$ cat src/rtl/mem_arbiter_if.sv
// Requester and BSRAM-side signal bundle for mem_arbiter.
// The slave modport is the arbiter; the master modport is the requesters plus the memory.
interface mem_arbiter_if #(
    parameter int NUM_CH = 3,
    parameter int AW     = 13,
    parameter int DW     = 8
);
    logic [NUM_CH-1:0]    req;
    logic [NUM_CH-1:0]    we;
    logic [NUM_CH*AW-1:0] addr;
    logic [NUM_CH*DW-1:0] wdata;
    logic [NUM_CH-1:0]    gnt;
    logic [NUM_CH-1:0]    rvalid;
    logic [DW-1:0]        rdata;
    logic                 mem_ce;
    logic                 mem_we;
    logic [AW-1:0]        mem_ad;
    logic [DW-1:0]        mem_din;
    logic [DW-1:0]        mem_dout;

    modport slave (
        input  req, we, addr, wdata, mem_dout,
        output gnt, rvalid, rdata, mem_ce, mem_we, mem_ad, mem_din
    );

    modport master (
        output req, we, addr, wdata, mem_dout,
        input  gnt, rvalid, rdata, mem_ce, mem_we, mem_ad, mem_din
    );
endinterface

$ cat src/rtl/mem_arbiter.sv
// Round-robin arbiter sharing one BSRAM port among NUM_CH requesters, with read-return pipeline.
// Optional macro MEM_ARB_CH0_PRIO_EN: channel 0 (LCD refresh) gets absolute priority.
module mem_arbiter #(
    parameter int NUM_CH = 3,
    parameter int AW     = 13,
    parameter int DW     = 8,
    parameter int RD_LAT = 2
) (
    input logic          clk,
    input logic          rst,
    mem_arbiter_if.slave bus
);
    localparam int CW = $clog2(NUM_CH);

    logic [CW-1:0]              ptr_q, ptr_d;
    logic                       mem_ce_q, mem_ce_d;
    logic                       mem_we_q, mem_we_d;
    logic [AW-1:0]              mem_ad_q, mem_ad_d;
    logic [DW-1:0]              mem_din_q, mem_din_d;
    logic [CW-1:0]              ch_q, ch_d;
    logic [RD_LAT-1:0]          rd_vld_q, rd_vld_d;
    logic [RD_LAT-1:0][CW-1:0]  rd_ch_q, rd_ch_d;

    logic                       rr_any, gnt_any;
    logic [CW-1:0]              rr_idx, gnt_idx;
    int                         rr_pos;
    logic [NUM_CH-1:0]          gnt;
    logic [NUM_CH-1:0]          rvalid;
    logic [DW-1:0]              rdata;

    // Arbitration and next-state logic.
    always_comb begin
        // NOTE: every always_comb output gets a default first so no path leaves it unassigned (no latch).
        rr_any  = 1'b0;
        rr_idx  = '0;
        rr_pos  = 0;
        for (int i = 0; i < NUM_CH; i++) begin
            rr_pos = (int'(ptr_q) + i) % NUM_CH;
            if (!rr_any && bus.req[rr_pos]) begin
                rr_any = 1'b1;
                rr_idx = CW'(rr_pos);
            end
        end

`ifdef MEM_ARB_CH0_PRIO_EN
        if (bus.req[0]) begin
            gnt_any = 1'b1;
            gnt_idx = '0;
        end else begin
            gnt_any = rr_any;
            gnt_idx = rr_idx;
        end
`else
        gnt_any = rr_any;
        gnt_idx = rr_idx;
`endif
        if (rst) gnt_any = 1'b0;

        gnt = '0;
        gnt[gnt_idx] = gnt_any;

        ptr_d = ptr_q;
        if (gnt_any) ptr_d = (gnt_idx == CW'(NUM_CH - 1)) ? '0 : gnt_idx + CW'(1);
`ifdef MEM_ARB_CH0_PRIO_EN
        // A channel-0 grant leaves the rotation of the other channels untouched.
        if (bus.req[0]) ptr_d = ptr_q;
`endif

        mem_ce_d  = gnt_any;
        mem_we_d  = gnt_any & bus.we[gnt_idx];
        mem_ad_d  = gnt_any ? bus.addr[int'(gnt_idx)*AW +: AW]  : mem_ad_q;
        mem_din_d = gnt_any ? bus.wdata[int'(gnt_idx)*DW +: DW] : mem_din_q;
        ch_d      = gnt_any ? gnt_idx : ch_q;

        // Stage 0 is the cycle after mem_ce; the last stage lines up with valid mem_dout.
        rd_vld_d    = rd_vld_q;
        rd_ch_d     = rd_ch_q;
        rd_vld_d[0] = mem_ce_q & ~mem_we_q;
        rd_ch_d[0]  = ch_q;
        for (int j = 1; j < RD_LAT; j++) begin
            rd_vld_d[j] = rd_vld_q[j-1];
            rd_ch_d[j]  = rd_ch_q[j-1];
        end
    end

    always_ff @(posedge clk) begin
        // NOTE: state flops use non-blocking assignment so every flop samples pre-edge values.
        if (rst) begin
            ptr_q     <= '0;
            mem_ce_q  <= 1'b0;
            mem_we_q  <= 1'b0;
            mem_ad_q  <= '0;
            mem_din_q <= '0;
            ch_q      <= '0;
            rd_vld_q  <= '0;
            rd_ch_q   <= '0;
        end else begin
            ptr_q     <= ptr_d;
            mem_ce_q  <= mem_ce_d;
            mem_we_q  <= mem_we_d;
            mem_ad_q  <= mem_ad_d;
            mem_din_q <= mem_din_d;
            ch_q      <= ch_d;
            rd_vld_q  <= rd_vld_d;
            rd_ch_q   <= rd_ch_d;
        end
    end

    always_comb begin
        rvalid = '0;
        rdata  = '0;
        if (!rst && rd_vld_q[RD_LAT-1]) begin
            rvalid[rd_ch_q[RD_LAT-1]] = 1'b1;
            rdata = bus.mem_dout;
        end
    end

    assign bus.gnt     = gnt;
    assign bus.rvalid  = rvalid;
    assign bus.rdata   = rdata;
    assign bus.mem_ce  = mem_ce_q;
    assign bus.mem_we  = mem_we_q;
    assign bus.mem_ad  = mem_ad_q;
    assign bus.mem_din = mem_din_q;
endmodule

$ cat src/flat_wrapper.sv
// flat-port wrapper written by rule: the top's interface ports become plain ports
module mem_arbiter_flat 
#(
    parameter int NUM_CH = 3,
    parameter int AW     = 13,
    parameter int DW     = 8,
    parameter int RD_LAT = 2
)
  (clk, rst, bus_req, bus_we, bus_addr, bus_wdata, bus_mem_dout, bus_gnt, bus_rvalid, bus_rdata, bus_mem_ce, bus_mem_we, bus_mem_ad, bus_mem_din);
  mem_arbiter_if #(.NUM_CH(NUM_CH), .AW(AW), .DW(DW)) bus_i ();
  input logic clk;
  input logic rst;
  input wire logic [$bits(bus_i.req)-1:0] bus_req;
  input wire logic [$bits(bus_i.we)-1:0] bus_we;
  input wire logic [$bits(bus_i.addr)-1:0] bus_addr;
  input wire logic [$bits(bus_i.wdata)-1:0] bus_wdata;
  input wire logic [$bits(bus_i.mem_dout)-1:0] bus_mem_dout;
  output wire logic [$bits(bus_i.gnt)-1:0] bus_gnt;
  output wire logic [$bits(bus_i.rvalid)-1:0] bus_rvalid;
  output wire logic [$bits(bus_i.rdata)-1:0] bus_rdata;
  output wire logic [$bits(bus_i.mem_ce)-1:0] bus_mem_ce;
  output wire logic [$bits(bus_i.mem_we)-1:0] bus_mem_we;
  output wire logic [$bits(bus_i.mem_ad)-1:0] bus_mem_ad;
  output wire logic [$bits(bus_i.mem_din)-1:0] bus_mem_din;
  assign bus_i.req = bus_req;
  assign bus_i.we = bus_we;
  assign bus_i.addr = bus_addr;
  assign bus_i.wdata = bus_wdata;
  assign bus_i.mem_dout = bus_mem_dout;
  assign bus_gnt = bus_i.gnt;
  assign bus_rvalid = bus_i.rvalid;
  assign bus_rdata = bus_i.rdata;
  assign bus_mem_ce = bus_i.mem_ce;
  assign bus_mem_we = bus_i.mem_we;
  assign bus_mem_ad = bus_i.mem_ad;
  assign bus_mem_din = bus_i.mem_din;
  mem_arbiter #(.NUM_CH(NUM_CH), .AW(AW), .DW(DW), .RD_LAT(RD_LAT)) u_core (.clk(clk), .rst(rst), .bus(bus_i));
endmodule
$ cat config.mk
export PLATFORM = sky130hd
export DESIGN_NAME = mem_arbiter_flat
export DESIGN_NICKNAME = d
export VERILOG_FILES = /design/src/rtl/mem_arbiter_if.sv /design/src/rtl/mem_arbiter.sv /design/src/flat_wrapper.sv
export SDC_FILE = /design/constraint.sdc
export NUM_CORES = 1
export LEC_CHECK = 0
export ABC_CLOCK_PERIOD_IN_PS = 3800
export CAP_MARGIN = 10
export CORE_MARGIN = 1.5
export CORE_UTILIZATION = 37
export CTS_CLUSTER_DIAMETER = 200
export DETAILED_ROUTE_END_ITERATION = 16
export PLACE_DENSITY = 0.8
export SLEW_MARGIN = 20
export SYNTH_ARGS = -nofsm -noshare
export SYNTH_HDL_FRONTEND = slang
export SYNTH_SLANG_ARGS = --single-unit
$ cat constraint.sdc
create_clock -name clk -period 3.8 [get_ports clk]
set_input_delay 0.76 -clock clk [delete_from_list [all_inputs] [get_ports clk]]
set_output_delay 0.76 -clock clk [all_outputs]
set_load 0.02 [all_outputs]
==> qor.txt, run 1 <==
status: complete, no violations
WL final: 5217 um
worst-path fanout max: 25
crit path DAT: 2920 ps
Cell Area, Synth: 1902 um2
die area: 5579 um2
grt total ovfl: 0
sequential area share after synthesis: 34.74%
FF+latch count, synth: 33
crit path cell chain: clkdlybuf4s50_1 > nand3b_1 > nor2b_1 > a22o_1 > buf_4 > inv_1 > nor2_1 > clkdlybuf4s50_1
Slew @ Worst Pin: 434.1 ps
Vias/cell: 5.052
Bufs on Longest Clock Path: 2
# IOs: 116
Port Buffer Count: 115
Leakage: 1.277 nW
Post-CTS Setup Inserts: 0
CTS Buf Count: 5
row count: 25
Setup crit end kind: output pin
First DRT Iteration DRCs: 101
area of the core: 4848 um2
first-pass GRT wire length: 8238 um
Crit path max-delay family: buffers and inverters
max_slew headroom: 70.99%
f_max: 0.2718 GHz
Clk pin slew, worst setup/hold paths: 70 ps
Fin. Hold Viols: 0
RSZ-0062 raised after global routing: false
wire per inst: 14.18 um
All-Layer GR Usage: 19.31%
Net count, final: 383
RD Place Congestion: 0.8020
Req. time, crit path: 3040 ps
crit path buf inv count: 4
endpoints failing setup: 0
Slew Limit Fails: 0
power density cells: 721.5 nW/um2
max cap viols: 0
CTS tree: yes
mean post-synth cell area: 10.34 um2
most used cell, CP: clkdlybuf4s50_1
CTS sink cnt: 33
root buffer cell: clkbuf_8
share of cells above drive strength 1: 15.28%
Synth Net Count: 267
DRT Pass-1 Iters: 4
Ys Warns: 0
Tmin final: 3680 ps
Post-DRT Antenna Nets: 0
Final Util: 66.37%
Post-synth EDFFs: 0
Area growth, synth to finish: 69.21%
commonest non-fill, non-tap cell in the layout: clkdlybuf4s50_1
die width: 74.70 um
htree depth: 2
most frequent cells in the layout: clkdlybuf4s50_1, dfxtp_1, mux2i_1
initial core utilization: 39.23%
CP peak stage delay: 610 ps
crit path kind: in2out
total power: 2.322 mW
Critical Path Source Type: input pin
synthesized instance count: 184
DP HPWL: 3945 um
Final Skew: 4.610 ps
chip height: 74.70 um
initial antenna violation count: 0
Clk Latency, worst-skew pair: 280 ps
vias: 1859
Max stage delay cell, worst path: clkdlybuf4s50_1
fin crit share: 96.84%
Post-synth ARST share: 0%
Most used DFF post-synth: dfxtp_1
vias in the first global route: 1852
count of different cell masters after synthesis: 39
Hold WC Path Type: reg2reg
maximum VDD drop: 0.3844 mV
largest net degree at the start of global routing: 28
DRC viols: 0
n_diodes: 0
==> layout make-up <==
type	count	area (um2)
fill	405	1630
timing repair buffer	127	1237
multi-input combinational	128	1131
sequential	33	660.6
tap	67	83.83
clock buffer	5	68.82
inverter	5	18.77
clock inverter	3	17.52
==> metrics by stage <==
stage               TNS [ps]  std cells  hold slack (ps)  setup slack, ps  cell area [um2]
floorplan                  0        184            413.8            776.0             1902
global placement      -36.43        360            410.6           -36.43             3131
detailed placement    -74.99        360            423.7           -74.99             3131
CTS                        0        368            433.5            11.79             3216
global route               0        368            445.4            23.77             3218
finish                     0        368            437.5            120.2             3218
==> final timing paths <==
| path | from | cells after the start | slack (ps) | to |
|---|---|---|---|---|
| max reg2reg | u_core.ptr_q[1] | 9 | 1010 | u_core.bus.mem_we |
| min | u_core.rd_ch_d[2] | 1 | 440 | u_core.rd_ch_q[2] |
| max | bus_req[2] | 8 | 120 | bus_gnt[2] |
| min reg2reg | u_core.rd_ch_d[2] | 1 | 440 | u_core.rd_ch_q[2] |
==> routing by layer <==
layer / wire length [um] / up-vias / GRT usage (%)
met4: 33 / 0 / 5.253
met5: 0 / - / 0
met1: 2122 / 844 / 22.09
met2: 2544 / 92 / 34.52
met3: 516 / 4 / 6.426
li1: - / 919 / -
==> registers in the layout, summed over array words and instances (netlist names) <==
| signal | count |
|---|---|
| u_core.bus.mem_ad | 13 |
| u_core.bus.mem_din | 8 |
| u_core.ch_q | 2 |
| u_core.ptr_q | 2 |
| u_core.rd_ch_d | 2 |
| u_core.rd_ch_q | 2 |
| u_core.rd_vld_q | 2 |
| u_core.bus.mem_ce | 1 |
| u_core.bus.mem_we | 1 |
==> cell families (layout without fill, tap and decap cells) <==
logic type | Yosys count | count (layout) | share of synthesized area [%]
adder cells (fa/ha/maj) | 4 | 4 | 2.632
AND/OR/NAND/NOR | 40 | 40 | 13.09
flip-flops | 33 | 33 | 34.74
buffers and inverters | 23 | 140 | 6.578
multiplexers | 27 | 27 | 14.93
AO/OA/AOI/OAI | 57 | 57 | 28.03
==> report_power, final <==
part	internal [mW]	switching (mW)	total, mW
sequential	0.472	0.0605	0.533
clock	0.126	0.123	0.249
combinational	0.754	0.787	1.54
==> Yosys cell counts, drive strengths merged (2+ instances only) <==
library cell,n,share of area (%)
a22oi,21,8.3
inv,5,0.99
nor2,7,1.5
a21oi,2,0.53
ha,4,2.6
nand2b,2,1.1
nand2,2,0.39
a32o,2,1.1
o22ai,21,13
and2,8,2.6
dfxtp,33,35
clkbuf,7,1.4
nand3b,3,1.2
nor2b,10,3.3
mux2i,26,14
nor3b,3,1.2
buf,11,4.1
o21a,2,0.79
nor3,2,0.53
==> repair_timing <==
item,in CTS,in global routing
resized for setup,1,1
hold buffers,0,0
endpoints found under the setup margin,1,1
No activity file was read; power rests on OpenSTA's default activity.
==> inputs of run 2 (changes only) <==
CORE_UTILIZATION = 38   (was 37)
CTS_BUF_LIST = sky130_fd_sc_hd__clkbuf_2 sky130_fd_sc_hd__clkbuf_4 sky130_fd_sc_hd__clkbuf_8   (was default)
PLACE_DENSITY = 0.82   (was 0.8)
==> qor.txt, run 2 (same netlist as run 1, synthesis figures left out) <==
status: complete, no violations (unchanged)
# hold bufs at CTS: 0 (unchanged)
Hold WC Path Type: reg2reg (unchanged)
DRT Pass-1 Iters: 4 (unchanged)
crit path buf inv count: 4 (unchanged)
Req. time, crit path: 3040 ps (about the same)
max cap viols: 0 (unchanged)
Clk pin slew, worst setup/hold paths: 70 ps (about the same)
WL final: 5103 um (was 5217 um)
root buffer cell: clkbuf_8 (unchanged)
worst setup margin: 121.5 ps (was 120.2 ps)
Post-Place Worst Slack: -47.41 ps (was -74.99 ps)
Setup crit end kind: output pin (unchanged)
crit path kind: in2out (unchanged)
cell count along the critical path: 8 (unchanged)
crit path cell chain: clkdlybuf4s50_1 > nand3b_1 > nor2b_1 > a22o_1 > buf_4 > inv_1 > nor2_1 > clkdlybuf4s50_1 (unchanged)
setup_tns: 0 ps (unchanged)
grt total ovfl: 0 (unchanged)
CTS tree: yes (unchanged)
DP HPWL: 3882 um (was 3945 um)
worst-path fanout max: 25 (unchanged)
DRC viols: 0 (unchanged)
most used cell, CP: clkdlybuf4s50_1 (unchanged)
area of the core: 4786 um2 (was 4848 um2)
Post-DRT Antenna Nets: 0 (unchanged)
Tmin final: 3679 ps (was 3680 ps)
Design Area, Final: 3226 um2 (was 3218 um2)
First DRT Iteration DRCs: 87 (was 101)
fill cell count: 386 (was 405)
htree depth: 2 (unchanged)
All-Layer GR Usage: 18.64% (was 19.31%)
Vias/cell: 5.073 (was 5.052)
CP peak stage delay: 610 ps (about the same)
Area growth, synth to finish: 69.61% (was 69.21%)
Final Skew: 5.926 ps (was 4.610 ps)
Slew Limit Fails: 0 (unchanged)
most frequent cells in the layout: clkdlybuf4s50_1, dfxtp_1, mux2i_1 (unchanged)
RD Place Congestion: 0.8666 (was 0.8020)
hold path cells: 1 (unchanged)
total power: 2.330 mW (was 2.322 mW)
share of cells above drive strength 1: 15.56% (was 15.28%)
hold path start: u_core.bus.mem_we (was u_core.rd_ch_d[2])
RR Startpoint: u_core.ptr_q[1] (unchanged)
Critical Path Source Type: input pin (unchanged)
Port Buffer Count: 115 (unchanged)
chip height: 73.75 um (was 74.70 um)
commonest non-fill, non-tap cell in the layout: clkdlybuf4s50_1 (unchanged)
Bufs on Longest Clock Path: 2 (unchanged)
FF-to-FF End: u_core.bus.mem_we (unchanged)
fin crit share: 96.80% (was 96.84%)
first-pass GRT wire length: 7728 um (was 8238 um)
initial antenna violation count: 0 (unchanged)
Net count, final: 384 (was 383)
power density cells: 722.4 nW/um2 (was 721.5 nW/um2)
maximum VDD drop: 0.3692 mV (was 0.3844 mV)
endpoints failing setup: 0 (unchanged)
vias in the first global route: 1734 (was 1852)
CTS sink cnt: 33 (unchanged)
worst setup path end: bus_gnt[2] (unchanged)
row count: 25 (unchanged)
RSZ-0062 raised after global routing: false (unchanged)
largest net degree at the start of global routing: 28 (unchanged)
Max stage delay cell, worst path: clkdlybuf4s50_1 (unchanged)
Slew @ Worst Pin: 400.2 ps (was 434.1 ps)
wire per inst: 13.83 um (was 14.18 um)
Leakage: 1.282 nW (was 1.277 nW)
f_max: 0.2718 GHz (about the same)
initial core utilization: 39.74% (was 39.23%)
n_diodes: 0 (unchanged)
Setup crit start: bus_req[2] (unchanged)
r2r worst-path depth: 9 (unchanged)
Clk Latency, worst-skew pair: 280 ps (about the same)
die width: 73.75 um (was 74.70 um)
die area: 5438 um2 (was 5579 um2)
max reg flops: 13 (unchanged)
reg-to-reg slack, setup: 1030 ps (was 1010 ps)
CTS Buf Count: 5 (unchanged)
max_slew headroom: 73.32% (was 70.99%)
Crit path max-delay family: buffers and inverters (unchanged)
vias: 1872 (was 1859)
Fin. Hold Viols: 0 (unchanged)
# IOs: 116 (unchanged)
Placed Area: 3138 um2 (was 3131 um2)
crit path DAT: 2920 ps (about the same)
run 2: power by group:
group | switching, mW | internal, mW | total, mW
clock network | 0.129 | 0.126 | 0.256
registers | 0.0608 | 0.472 | 0.533
logic | 0.779 | 0.763 | 1.54
run 2: how the worst min path moves through the flow:
stage / end
after floorplan: u_core.rd_ch_q[2]
after global routing: u_core.rd_vld_q[0]
after detailed placement: u_core.rd_vld_q[0]
final: u_core.rd_vld_q[0]
after CTS: u_core.rd_vld_q[0]
after global placement: u_core.rd_vld_q[0]
run 2: layout make-up:
class,count,area [um2],share of cell area (%)
clock buffers,5,68.82,2.133
repair buffers,128,1245,38.60
well taps,67,83.83,2.599
inverters,5,18.77,0.5818
flip-flops and latches,33,660.6,20.48
multi-input cells,128,1131,35.07
clock inverters,3,17.52,0.5431
run 2: what timing repair did:
action	4_1_cts	5_1_grt
setup endpoints to repair	1	1
buffers inserted	0	0
resized for setup	1	1
run 2: worst reg2reg max path, cell delays in order, from the launching register on:
cell and delay (ps):
dfxtp_1 350, inv_1 90, ha_1 360, mux2i_1 280
buf_4 140, o21a_1 180, mux2i_4 250, buf_4 380
mux2i_1 150, a2111oi_1 440
run 2: metrics by stage:
step / hold WS, ps / cells / util (%)
final: 414.0 / 369 / 67.40
after global routing: 433.6 / 369 / 67.40
after CTS: 418.8 / 369 / 67.35
after detailed placement: 417.0 / 361 / 65.57
after global placement: 401.2 / 361 / 65.57
after floorplan: 413.8 / 184 / -
run 2: layer usage:
metal / up-vias / global-route usage [%] / routed length [um]
met1: 860 / 21.60 / 2045
met2: 82 / 31.93 / 2578
li1: 923 / - / -
met3: 7 / 7.270 / 437
met4: 0 / 4.938 / 42
met5: - / 0 / 0
==> inputs of run 3 (changes only) <==
GPL_TIMING_DRIVEN = 0   (was default)
==> qor.txt, run 3 (same netlist as run 1, synthesis figures left out) <==
f_max: 0.2739 GHz (was 0.2718 GHz)
wire per inst: 13.47 um (was 13.83 um)
Tmin final: 3651 ps (was 3679 ps)
sequential power share: 22.6% (was 22.9%)
endpoints failing setup: 0 (unchanged)
fin crit share: 96.07% (was 96.80%)
Clk pin slew, worst setup/hold paths: 60 ps (was 70 ps)
Leakage: 1.271 nW (was 1.282 nW)
Final Non-Filler Cells: 374 (was 369)
Min Hold Slack: 412.0 ps (was 414.0 ps)
CTS Buf Count: 5 (unchanged)
RR Startpoint: u_core.ptr_q[1] (unchanged)
Bufs on Longest Clock Path: 2 (unchanged)
Area growth, synth to finish: 70.13% (was 69.61%)
Fin. Hold Viols: 0 (unchanged)
power density cells: 725.9 nW/um2 (was 722.4 nW/um2)
Net count, final: 389 (was 384)
Max stage delay cell, worst path: clkdlybuf4s50_1 (unchanged)
worst setup margin: 149.2 ps (was 121.5 ps)
FF-to-FF End: u_core.bus.mem_ad[5] (was u_core.bus.mem_we)
row count: 25 (unchanged)
Post-Place Worst Slack: -374.6 ps (was -47.41 ps)
largest net degree at the start of global routing: 11 (was 28)
commonest non-fill, non-tap cell in the layout: clkdlybuf4s50_1 (unchanged)
crit path DAT: 2890 ps (was 2920 ps)
r2r worst-path depth: 10 (was 9)
CTS sink cnt: 33 (unchanged)
First DRT Iteration DRCs: 68 (was 87)
vias in the first global route: 1750 (was 1734)
M1 WL: 1996 um (was 2045 um)
share of cells above drive strength 1: 14.98% (was 15.56%)
grt total ovfl: 0 (unchanged)
die area: 5438 um2 (unchanged)
area of the core: 4786 um2 (unchanged)
die width: 73.75 um (unchanged)
Hold WC Path Type: reg2reg (unchanged)
vias: 1860 (was 1872)
reg-to-reg slack, setup: 1230 ps (was 1030 ps)
hold path start: u_core.bus.mem_we (unchanged)
WL final: 5037 um (was 5103 um)
maximum VDD drop: 0.3284 mV (was 0.3692 mV)
status: complete, no violations (unchanged)
Port Buffer Count: 114 (was 115)
Net Sw Power: 0.9613 mW (was 0.9688 mW)
Req. time, crit path: 3040 ps (about the same)
Setup crit end kind: output pin (unchanged)
Routed met2 length: 2501 um (was 2578 um)
max reg flops: 13 (unchanged)
Final Skew: 4.013 ps (was 5.926 ps)
htree depth: 2 (unchanged)
DRT Pass-1 Iters: 4 (unchanged)
Vias/cell: 4.973 (was 5.073)
DP HPWL: 4060 um (was 3882 um)
max cap viols: 0 (unchanged)
Post-DRT Antenna Nets: 0 (unchanged)
RD Place Congestion: 0.7725 (was 0.8666)
clock power share: 12.1% (was 11.0%)
most frequent cells in the layout: clkdlybuf4s50_1, dfxtp_1, mux2i_1 (unchanged)
DRC viols: 0 (unchanged)
# placed instances: 365 (was 361)
max_slew headroom: 51.38% (was 73.32%)
All-Layer GR Usage: 18.63% (was 18.64%)
Slew Limit Fails: 0 (unchanged)
RSZ-0062 raised after global routing: false (unchanged)
initial core utilization: 39.74% (unchanged)
crit path kind: in2out (unchanged)
Int Pwr: 1.388 mW (was 1.361 mW)
top sig layer: met4 (unchanged)
# IOs: 116 (unchanged)
Comb power frac: 65.3% (was 66.2%)
initial antenna violation count: 0 (unchanged)
chip height: 73.75 um (unchanged)
# hold bufs at CTS: 0 (unchanged)
Slew @ Worst Pin: 729.3 ps (was 400.2 ps)
worst-path fanout max: 10 (was 25)
most used cell, CP: buf_2 (was clkdlybuf4s50_1)
Clk Latency, worst-skew pair: 280 ps (about the same)
hold path cells: 1 (unchanged)
sw frac: 40.93% (was 41.58%)
root buffer cell: clkbuf_8 (unchanged)
first-pass GRT wire length: 7734 um (was 7728 um)
crit path cell chain: clkdlybuf4s50_1 > nand3b_1 > o21a_1 > nor4bb_1 > buf_2 > or3_1 > buf_2 > nor2b_1 > clkdlybuf4s15_1 (was clkdlybuf4s50_1 > nand3b_1 > nor2b_1 > a22o_1 > buf_4 > inv_1 > nor2_1 > clkdlybuf4s50_1)
CTS tree: yes (unchanged)
CP peak stage delay: 610 ps (about the same)
Detail Route met3 WL: 518 um (was 437 um)
n_diodes: 0 (unchanged)
Worst Hold Path EP: u_core.rd_vld_q[0] (unchanged)
Critical Path Source Type: input pin (unchanged)
[run 3: per-stage QoR]
step	util [%]	setup TNS, ps	cell area, um2	power, mW
final	67.61	0	3236	2.349
after detailed placement	65.33	-746.6	3127	2.076
after global routing	67.61	0	3236	2.503
after global placement	65.33	-720.9	3127	2.051
after floorplan	-	0	1902	1.583
after CTS	67.58	0	3234	2.369
[run 3: power by group through the flow]
stage	Clock, mW	Sequential (mW)	Combinational (mW)
after floorplan	0	0.647	0.937
after CTS	0.292	0.532	1.55
final	0.284	0.531	1.53
after global placement	0	0.536	1.52
after global routing	0.307	0.546	1.65
after detailed placement	0	0.539	1.54
[run 3: critical path: cells and delay by family]
| kind | cells | cell delay, ps |
|---|---|---|
| AOI/OAI and AO/OA | 1 | 150 |
| buffers and inverters | 4 | 1300 |
| and+or+nand+nor | 4 | 690 |
[run 3: layout make-up]
type | count | area [um2]
buffer | 18 | 108.9
tap | 67 | 83.83
multi-input combinational | 128 | 1120
fill | 409 | 1550
timing repair buffer | 115 | 1142
inverter | 5 | 18.77
clock inverter | 1 | 5.005
sequential | 33 | 660.6
clock buffer | 7 | 96.34
[run 3: per-layer routing]
| metal | track usage, % | vias up |
|---|---|---|
| met2 | 32.63 | 87 |
| met5 | 0 | - |
| met1 | 20.55 | 834 |
| li1 | - | 937 |
| met4 | 3.704 | 0 |
| met3 | 8.779 | 2 |
[run 3: what timing repair did]
action | 4_1_cts | 5_1_grt
endpoints found under the setup margin | 2 | 1
setup buffers | 1 | 0
hold endpoints to repair | 0 | 0
resized for setup | 4 | 4
pin swaps | 0 | 0
[run 3: worst max-delay path by stage]
| stage | startpoint | cells after the start | end | slack [ps] |
|---|---|---|---|---|
| CTS | bus_req[2] | 10 | bus_gnt[1] | 30 |
| finish | bus_req[2] | 9 | bus_gnt[0] | 150 |
| global route | bus_req[2] | 9 | bus_gnt[0] | 2 |
| floorplan | u_core.ptr_q[0] | 11 | bus_gnt[1] | 780 |
| detailed placement | bus_req[1] | 10 | bus_gnt[1] | -370 |
| global placement | bus_req[1] | 10 | bus_gnt[1] | -380 |
